==> src/rtl/watch_pkg.sv <==
// Shared widths and field limits for the watch timekeeping datapath.
package watch_pkg;

   localparam int HOUR_W = 5;
   localparam int MIN_W  = 6;
   localparam int SEC_W  = 6;
   localparam int MSEC_W = 7;

   localparam logic [HOUR_W-1:0] HOUR_MAX = 5'd23;
   localparam logic [MIN_W-1:0]  MIN_MAX  = 6'd59;
   localparam logic [SEC_W-1:0]  SEC_MAX  = 6'd59;

endpackage

==> src/rtl/watch_dp_if.sv <==
// Set/clear controls from the watch control unit and time outputs to the FND mux.
interface watch_dp_if;
   import watch_pkg::*;

   logic              i_hour_set;
   logic              i_min_set;
   logic              i_sec_set;
   logic [HOUR_W-1:0] i_hour_value;
   logic [MIN_W-1:0]  i_min_value;
   logic [SEC_W-1:0]  i_sec_value;
   logic              i_clear;
   logic              i_set_mode_active;
   logic [MSEC_W-1:0] o_msec;
   logic [SEC_W-1:0]  o_sec;
   logic [MIN_W-1:0]  o_min;
   logic [HOUR_W-1:0] o_hour;
   logic              o_tick;

   modport master (
      output i_hour_set, i_min_set, i_sec_set,
      output i_hour_value, i_min_value, i_sec_value,
      output i_clear, i_set_mode_active,
      input  o_msec, o_sec, o_min, o_hour, o_tick
   );

   modport slave (
      input  i_hour_set, i_min_set, i_sec_set,
      input  i_hour_value, i_min_value, i_sec_value,
      input  i_clear, i_set_mode_active,
      output o_msec, o_sec, o_min, o_hour, o_tick
   );

endinterface

==> src/rtl/watch_tick_gen.sv <==
// Prescaler producing a one-cycle strobe every CLK_FREQ/TICK_HZ clocks; held at 0 by clear/hold.
module watch_tick_gen #(
   parameter int CLK_FREQ = 100_000_000,
   parameter int TICK_HZ  = 100
) (
   input  logic clk,
   input  logic rst,
   input  logic i_clear,
   input  logic i_hold,
   output logic o_tick
);

   localparam int DIV  = CLK_FREQ / TICK_HZ;
   localparam int CNT_W = (DIV > 1) ? $clog2(DIV) : 1;
   localparam logic [CNT_W-1:0] LAST = CNT_W'(DIV - 1);

   logic [CNT_W-1:0] cnt;

   always_ff @(posedge clk or posedge rst) begin
      if (rst)
         cnt <= '0;
      else if (i_clear || i_hold)
         cnt <= '0;
      else if (cnt == LAST)
         cnt <= '0;
      else
         cnt <= cnt + CNT_W'(1);
   end

   // Combinational strobe; the datapath registers it so o_tick lines up with the msec update.
   assign o_tick = !i_clear && !i_hold && (cnt == LAST);

endmodule

==> src/rtl/watch_dp.sv <==
// Timekeeping datapath: hour:min:sec:sub-second cascade with field set strobes, clear and set-mode freeze.
module watch_dp
   import watch_pkg::*;
#(
   parameter int CLK_FREQ = 100_000_000,
   parameter int TICK_HZ  = 100
) (
   input  logic        clk,
   input  logic        rst,
   watch_dp_if.slave   bus
);

   localparam logic [MSEC_W-1:0] MSEC_MAX = MSEC_W'(TICK_HZ - 1);

   logic              tick;
   logic              msec_wrap;
   logic              sec_carry;
   logic              min_carry;
   logic [MSEC_W-1:0] msec_q;
   logic [SEC_W-1:0]  sec_q;
   logic [MIN_W-1:0]  min_q;
   logic [HOUR_W-1:0] hour_q;
   logic              tick_q;

   watch_tick_gen #(
      .CLK_FREQ (CLK_FREQ),
      .TICK_HZ  (TICK_HZ)
   ) u_tick_gen (
      .clk     (clk),
      .rst     (rst),
      .i_clear (bus.i_clear),
      .i_hold  (bus.i_set_mode_active),
      .o_tick  (tick)
   );

   // A strobed field never carries onward, even if its load value was rejected.
   assign msec_wrap = tick && (msec_q == MSEC_MAX);
   assign sec_carry = msec_wrap && (sec_q == SEC_MAX) && !bus.i_sec_set;
   assign min_carry = sec_carry && (min_q == MIN_MAX) && !bus.i_min_set;

   always_ff @(posedge clk or posedge rst) begin
      if (rst)
         msec_q <= '0;
      else if (bus.i_clear || bus.i_set_mode_active)
         msec_q <= '0;
      else if (tick)
         msec_q <= msec_wrap ? '0 : msec_q + MSEC_W'(1);
   end

   always_ff @(posedge clk or posedge rst) begin
      if (rst)
         sec_q <= '0;
      else if (bus.i_clear)
         sec_q <= '0;
      else if (bus.i_sec_set) begin
         if (bus.i_sec_value <= SEC_MAX)
            sec_q <= bus.i_sec_value;
      end
      else if (msec_wrap)
         sec_q <= (sec_q == SEC_MAX) ? '0 : sec_q + SEC_W'(1);
   end

   always_ff @(posedge clk or posedge rst) begin
      if (rst)
         min_q <= '0;
      else if (bus.i_clear)
         min_q <= '0;
      else if (bus.i_min_set) begin
         if (bus.i_min_value <= MIN_MAX)
            min_q <= bus.i_min_value;
      end
      else if (sec_carry)
         min_q <= (min_q == MIN_MAX) ? '0 : min_q + MIN_W'(1);
   end

   always_ff @(posedge clk or posedge rst) begin
      if (rst)
         hour_q <= '0;
      else if (bus.i_clear)
         hour_q <= '0;
      else if (bus.i_hour_set) begin
         if (bus.i_hour_value <= HOUR_MAX)
            hour_q <= bus.i_hour_value;
      end
      else if (min_carry)
         hour_q <= (hour_q == HOUR_MAX) ? '0 : hour_q + HOUR_W'(1);
   end

   always_ff @(posedge clk or posedge rst) begin
      if (rst)
         tick_q <= 1'b0;
      else
         tick_q <= tick;
   end

   assign bus.o_msec = msec_q;
   assign bus.o_sec  = sec_q;
   assign bus.o_min  = min_q;
   assign bus.o_hour = hour_q;
   assign bus.o_tick = tick_q;

endmodule

==> src/flat_wrapper.sv <==
// flat-port wrapper written by rule: the top's interface ports become plain ports
module watch_dp_flat import watch_pkg::*;
#(
   parameter int CLK_FREQ = 100_000_000,
   parameter int TICK_HZ  = 100
)
  (clk, rst, bus_i_hour_set, bus_i_min_set, bus_i_sec_set, bus_i_hour_value, bus_i_min_value, bus_i_sec_value, bus_i_clear, bus_i_set_mode_active, bus_o_msec, bus_o_sec, bus_o_min, bus_o_hour, bus_o_tick);
  watch_dp_if bus_i ();
  input  logic clk;
  input  logic rst;
  input wire logic [$bits(bus_i.i_hour_set)-1:0] bus_i_hour_set;
  input wire logic [$bits(bus_i.i_min_set)-1:0] bus_i_min_set;
  input wire logic [$bits(bus_i.i_sec_set)-1:0] bus_i_sec_set;
  input wire logic [$bits(bus_i.i_hour_value)-1:0] bus_i_hour_value;
  input wire logic [$bits(bus_i.i_min_value)-1:0] bus_i_min_value;
  input wire logic [$bits(bus_i.i_sec_value)-1:0] bus_i_sec_value;
  input wire logic [$bits(bus_i.i_clear)-1:0] bus_i_clear;
  input wire logic [$bits(bus_i.i_set_mode_active)-1:0] bus_i_set_mode_active;
  output wire logic [$bits(bus_i.o_msec)-1:0] bus_o_msec;
  output wire logic [$bits(bus_i.o_sec)-1:0] bus_o_sec;
  output wire logic [$bits(bus_i.o_min)-1:0] bus_o_min;
  output wire logic [$bits(bus_i.o_hour)-1:0] bus_o_hour;
  output wire logic [$bits(bus_i.o_tick)-1:0] bus_o_tick;
  assign bus_i.i_hour_set = bus_i_hour_set;
  assign bus_i.i_min_set = bus_i_min_set;
  assign bus_i.i_sec_set = bus_i_sec_set;
  assign bus_i.i_hour_value = bus_i_hour_value;
  assign bus_i.i_min_value = bus_i_min_value;
  assign bus_i.i_sec_value = bus_i_sec_value;
  assign bus_i.i_clear = bus_i_clear;
  assign bus_i.i_set_mode_active = bus_i_set_mode_active;
  assign bus_o_msec = bus_i.o_msec;
  assign bus_o_sec = bus_i.o_sec;
  assign bus_o_min = bus_i.o_min;
  assign bus_o_hour = bus_i.o_hour;
  assign bus_o_tick = bus_i.o_tick;
  watch_dp #(.CLK_FREQ(CLK_FREQ), .TICK_HZ(TICK_HZ)) u_core (.clk(clk), .rst(rst), .bus(bus_i));
endmodule
==> config.mk <==
export PLATFORM = sky130hd
export DESIGN_NAME = watch_dp_flat
export DESIGN_NICKNAME = d
export VERILOG_FILES = /design/src/rtl/watch_pkg.sv /design/src/rtl/watch_dp_if.sv /design/src/rtl/watch_tick_gen.sv /design/src/rtl/watch_dp.sv /design/src/flat_wrapper.sv
export SDC_FILE = /design/constraint.sdc
export NUM_CORES = 1
export LEC_CHECK = 0
export ABC_AREA = 1
export CAP_MARGIN = 40
export CELL_PAD_IN_SITES_DETAIL_PLACEMENT = 0
export CELL_PAD_IN_SITES_GLOBAL_PLACEMENT = 1
export CORE_MARGIN = 5
export CORE_UTILIZATION = 34
export DETAILED_ROUTE_END_ITERATION = 7
export MAX_ROUTING_LAYER = met4
export PLACE_DENSITY = 0.74
export SYNTH_ARGS = -nofsm -noshare
export SYNTH_HDL_FRONTEND = slang
export SYNTH_SLANG_ARGS = --single-unit
==> constraint.sdc <==
create_clock -name clk -period 2.05 [get_ports clk]
set_input_delay 0.205 -clock clk [delete_from_list [all_inputs] [get_ports clk]]
set_output_delay 0.205 -clock clk [all_outputs]
set_load 0.02 [all_outputs]
==> results.json <==
{
  "comb_power_share": 0.178,
  "timing.rr.start": "u_core.u_tick_gen.cnt[0]",
  "cp-end-kind": "flop",
  "synth.distinct_cells": 32,
  "clkPwrFrac": 0.282,
  "diodes": 0,
  "r2r_end": "u_core.bus.o_hour[1]",
  "syn_nets": 367,
  "first_pass_iters": 4,
  "viasPerCell": 4.91,
  "clk_pin_slew_ps": 80,
  "start_kind": "flop",
  "fmaxAchievable_mhz": 545,
  "powerDensity_nw_per_um2": 521,
  "clk_latency_ps": 290,
  "critPathKind": "reg -> reg",
  "finalSetupViolCount": 0,
  "arrival_ps": 2020,
  "leakagePower_uw": 0.00148,
  "grt_pass1_wl_um": 11200,
  "clock_path_buffers": 2,
  "grt_overflow_total": 0,
  "drc": 0,
  "htreeDepth": 2,
  "synth_area_per_cell_sq_um": 7.80,
  "max_slew_margin": 0.625,
  "ios": 49,
  "internal_power_uw": 1300,
  "dieArea_sq_um": 9620,
  "critical_path.startpoint": "u_core.u_tick_gen.cnt[0]",
  "tightest_slew_ps": 562,
  "ys_seq_elements": 45,
  "ir_worst_vdd_uv": 229,
  "drtAntennaViolNets": 0,
  "drtIter0Drc": 118,
  "synthCells": 338,
  "netlist_area_sq_um": 2640,
  "cts_root_buf": "clkbuf_8",
  "core_area_sq_um": 7650,
  "net-switching-power_uw": 490,
  "wl_um": 6430,
  "grt_max_degree": 46,
  "outcome": "completed",
  "fp.dieW_um": 98.1,
  "report.final.slew_viol_count": 0,
  "cts_buffers": 5,
  "layout_min_cycle_time_ps": 1830,
  "antenna_found_initial": 0,
  "final_cell_mix": "nand2_1, clkdlybuf4s50_1, dfrtp_1, nand3_1, nor2_1",
  "area_delta_synth_final_pct": 29.9,
  "hold_class": "in -> async",
  "layoutNonFillerInstCount": 505,
  "maxCapViolCount": 0,
  "ys_seq_area_frac": 0.427,
  "r2r_slack_ps": 220,
  "dpl.hpwl_um": 5050,
  "hold_viol": 0,
  "wl_per_cell_um": 12.7,
  "r2r_cells": 10,
  "finalClockSkew_ps": 4.49,
  "grt_pass1_vias": 2472,
  "min_period_over_period": 0.895,
  "ys_warn_count": 0,
  "cp_max_fo": 6,
  "final_common_cell": "nand2_1",
  "cts.sinks": 45,
  "cts_hold_buf": 0,
  "n_fill_cell": 771,
  "worstPathRequired_ps": 2240,
  "die-height_um": 98.1,
  "grtUsageTotal": 0.144,
  "initial_utilization": 0.345,
  "nets": 433,
  "io_buffers": 48,
  "vias": 2480,
  "dp.cells": 495,
  "num_rows": 32,
  "seqPwrFrac": 0.539,
  "place.gp.congestion": 0.854,
  "p_sw_frac": 0.274,
  "finalSetupTns_ps": 0,
  "cts_tree": "done",
  "drive_gt1_frac": 0.117
}
## how the worst max path moves through the flow
| stage | slack (ps) | endpoint | depth (start not counted) |
|---|---|---|---|
| floorplan | 290 | u_core.bus.o_hour[0] | 10 |
| global placement | 250 | u_core.bus.o_hour[2] | 9 |
| detailed placement | 160 | u_core.bus.o_hour[1] | 10 |
| CTS | 150 | u_core.bus.o_hour[1] | 10 |
| global route | -6 | u_core.bus.o_hour[4] | 10 |
| finish | 220 | u_core.bus.o_hour[1] | 10 |
## power groups by stage
stage / Sequential (uW) / Clock [uW] / Combinational [uW]
global placement: 982 / 0 / 323
CTS: 963 / 534 / 323
finish: 963 / 504 / 318
global route: 971 / 566 / 351
detailed placement: 980 / 0 / 323
floorplan: 1010 / 0 / 127
## repair_timing
item / in CTS / in global routing
endpoints found under the setup margin: 0 / 5
buffers inserted: 0 / 4
resized for setup: 0 / 6
## state kept, by name (all words and copies together), names as in the netlist
signal and count:
u_core.bus.o_sec 6, u_core.bus.o_min 6, u_core.u_tick_gen.cnt 20, u_core.bus.o_msec 7
u_core.bus.o_tick 1, u_core.bus.o_hour 5
## worst max-delay path: stages, from the launching register on
cell,delay (ps)
dfrtp_1,370
ha_2,190
nand2_2,70
nor2_4,160
nand3_2,110
nor3_4,280
nand4_1,180
nand2_2,150
nand2_2,90
nand2_1,70
nand2_1,50
## metrics by stage
| step | area [sq um] | util | hold WS [ps] | setup WS (ps) | total power (uW) |
|---|---|---|---|---|---|
| CTS | 3380 | 0.442 | 389 | 150 | 1820 |
| finish | 3430 | 0.448 | 368 | 216 | 1790 |
| global placement | 3310 | 0.432 | 441 | 246 | 1310 |
| floorplan | 2640 | - | 365 | 294 | 1130 |
| detailed placement | 3310 | 0.432 | 448 | 157 | 1300 |
| global route | 3430 | 0.448 | 444 | -5.89 | 1890 |
## per-layer routing
metal	track usage	wire length, um	vias to the layer above	share of wire
li1	-	-	1251	-
met1	0.185	3010	1151	0.47
met2	0.234	3070	69	0.48
met3	0.0243	251	9	0.039
met4	0.0458	94	0	0.015
met5	-	0	-	0
## cells by family (layout without fill, tap and decap cells)
logic type / Yosys count / in the layout / share of synthesized area
adders and majority gates: 5 / 5 / 0.0237
and+or+nand+nor: 190 / 190 / 0.341
buffers and inverters: 38 / 103 / 0.0555
AOI/OAI and AO/OA: 41 / 41 / 0.0887
xor gates and xnor gates: 16 / 16 / 0.0531
muxes: 3 / 3 / 0.0114
DFF: 45 / 45 / 0.427
## synth_stat cells (all sizes together)
cell type | n | area, sq um
o21ai | 20 | 100
a211oi | 4 | 30.0
ha | 5 | 62.6
nand2 | 76 | 303
nor3b | 7 | 52.6
o22ai | 3 | 18.8
nand4 | 7 | 43.8
buf | 1 | 7.51
nor4 | 1 | 12.5
nor3 | 10 | 61.3
a22o | 2 | 17.5
nor2 | 43 | 181
or2 | 1 | 6.26
nand3 | 44 | 230
a22oi | 1 | 7.51
xor2 | 10 | 87.6
inv | 35 | 131
mux2i | 3 | 30.0
o31ai | 2 | 15.0
clkbuf | 2 | 7.51
nand3b | 1 | 7.51
dfrtp | 45 | 1130
a21oi | 9 | 45.0
xnor2 | 6 | 52.6
## layout make-up
cell class / count / area (sq um) / share of cell area
flip-flops and latches: 45 / 1130 / 0.329
clock buffers: 5 / 68.8 / 0.0201
repair buffers: 62 / 586 / 0.171
clock inverters: 1 / 5.00 / 0.00146
well taps: 102 / 128 / 0.0372
inverters: 35 / 131 / 0.0383
multi-input cells: 255 / 1380 / 0.403
(Power assumes the default switching activity.)
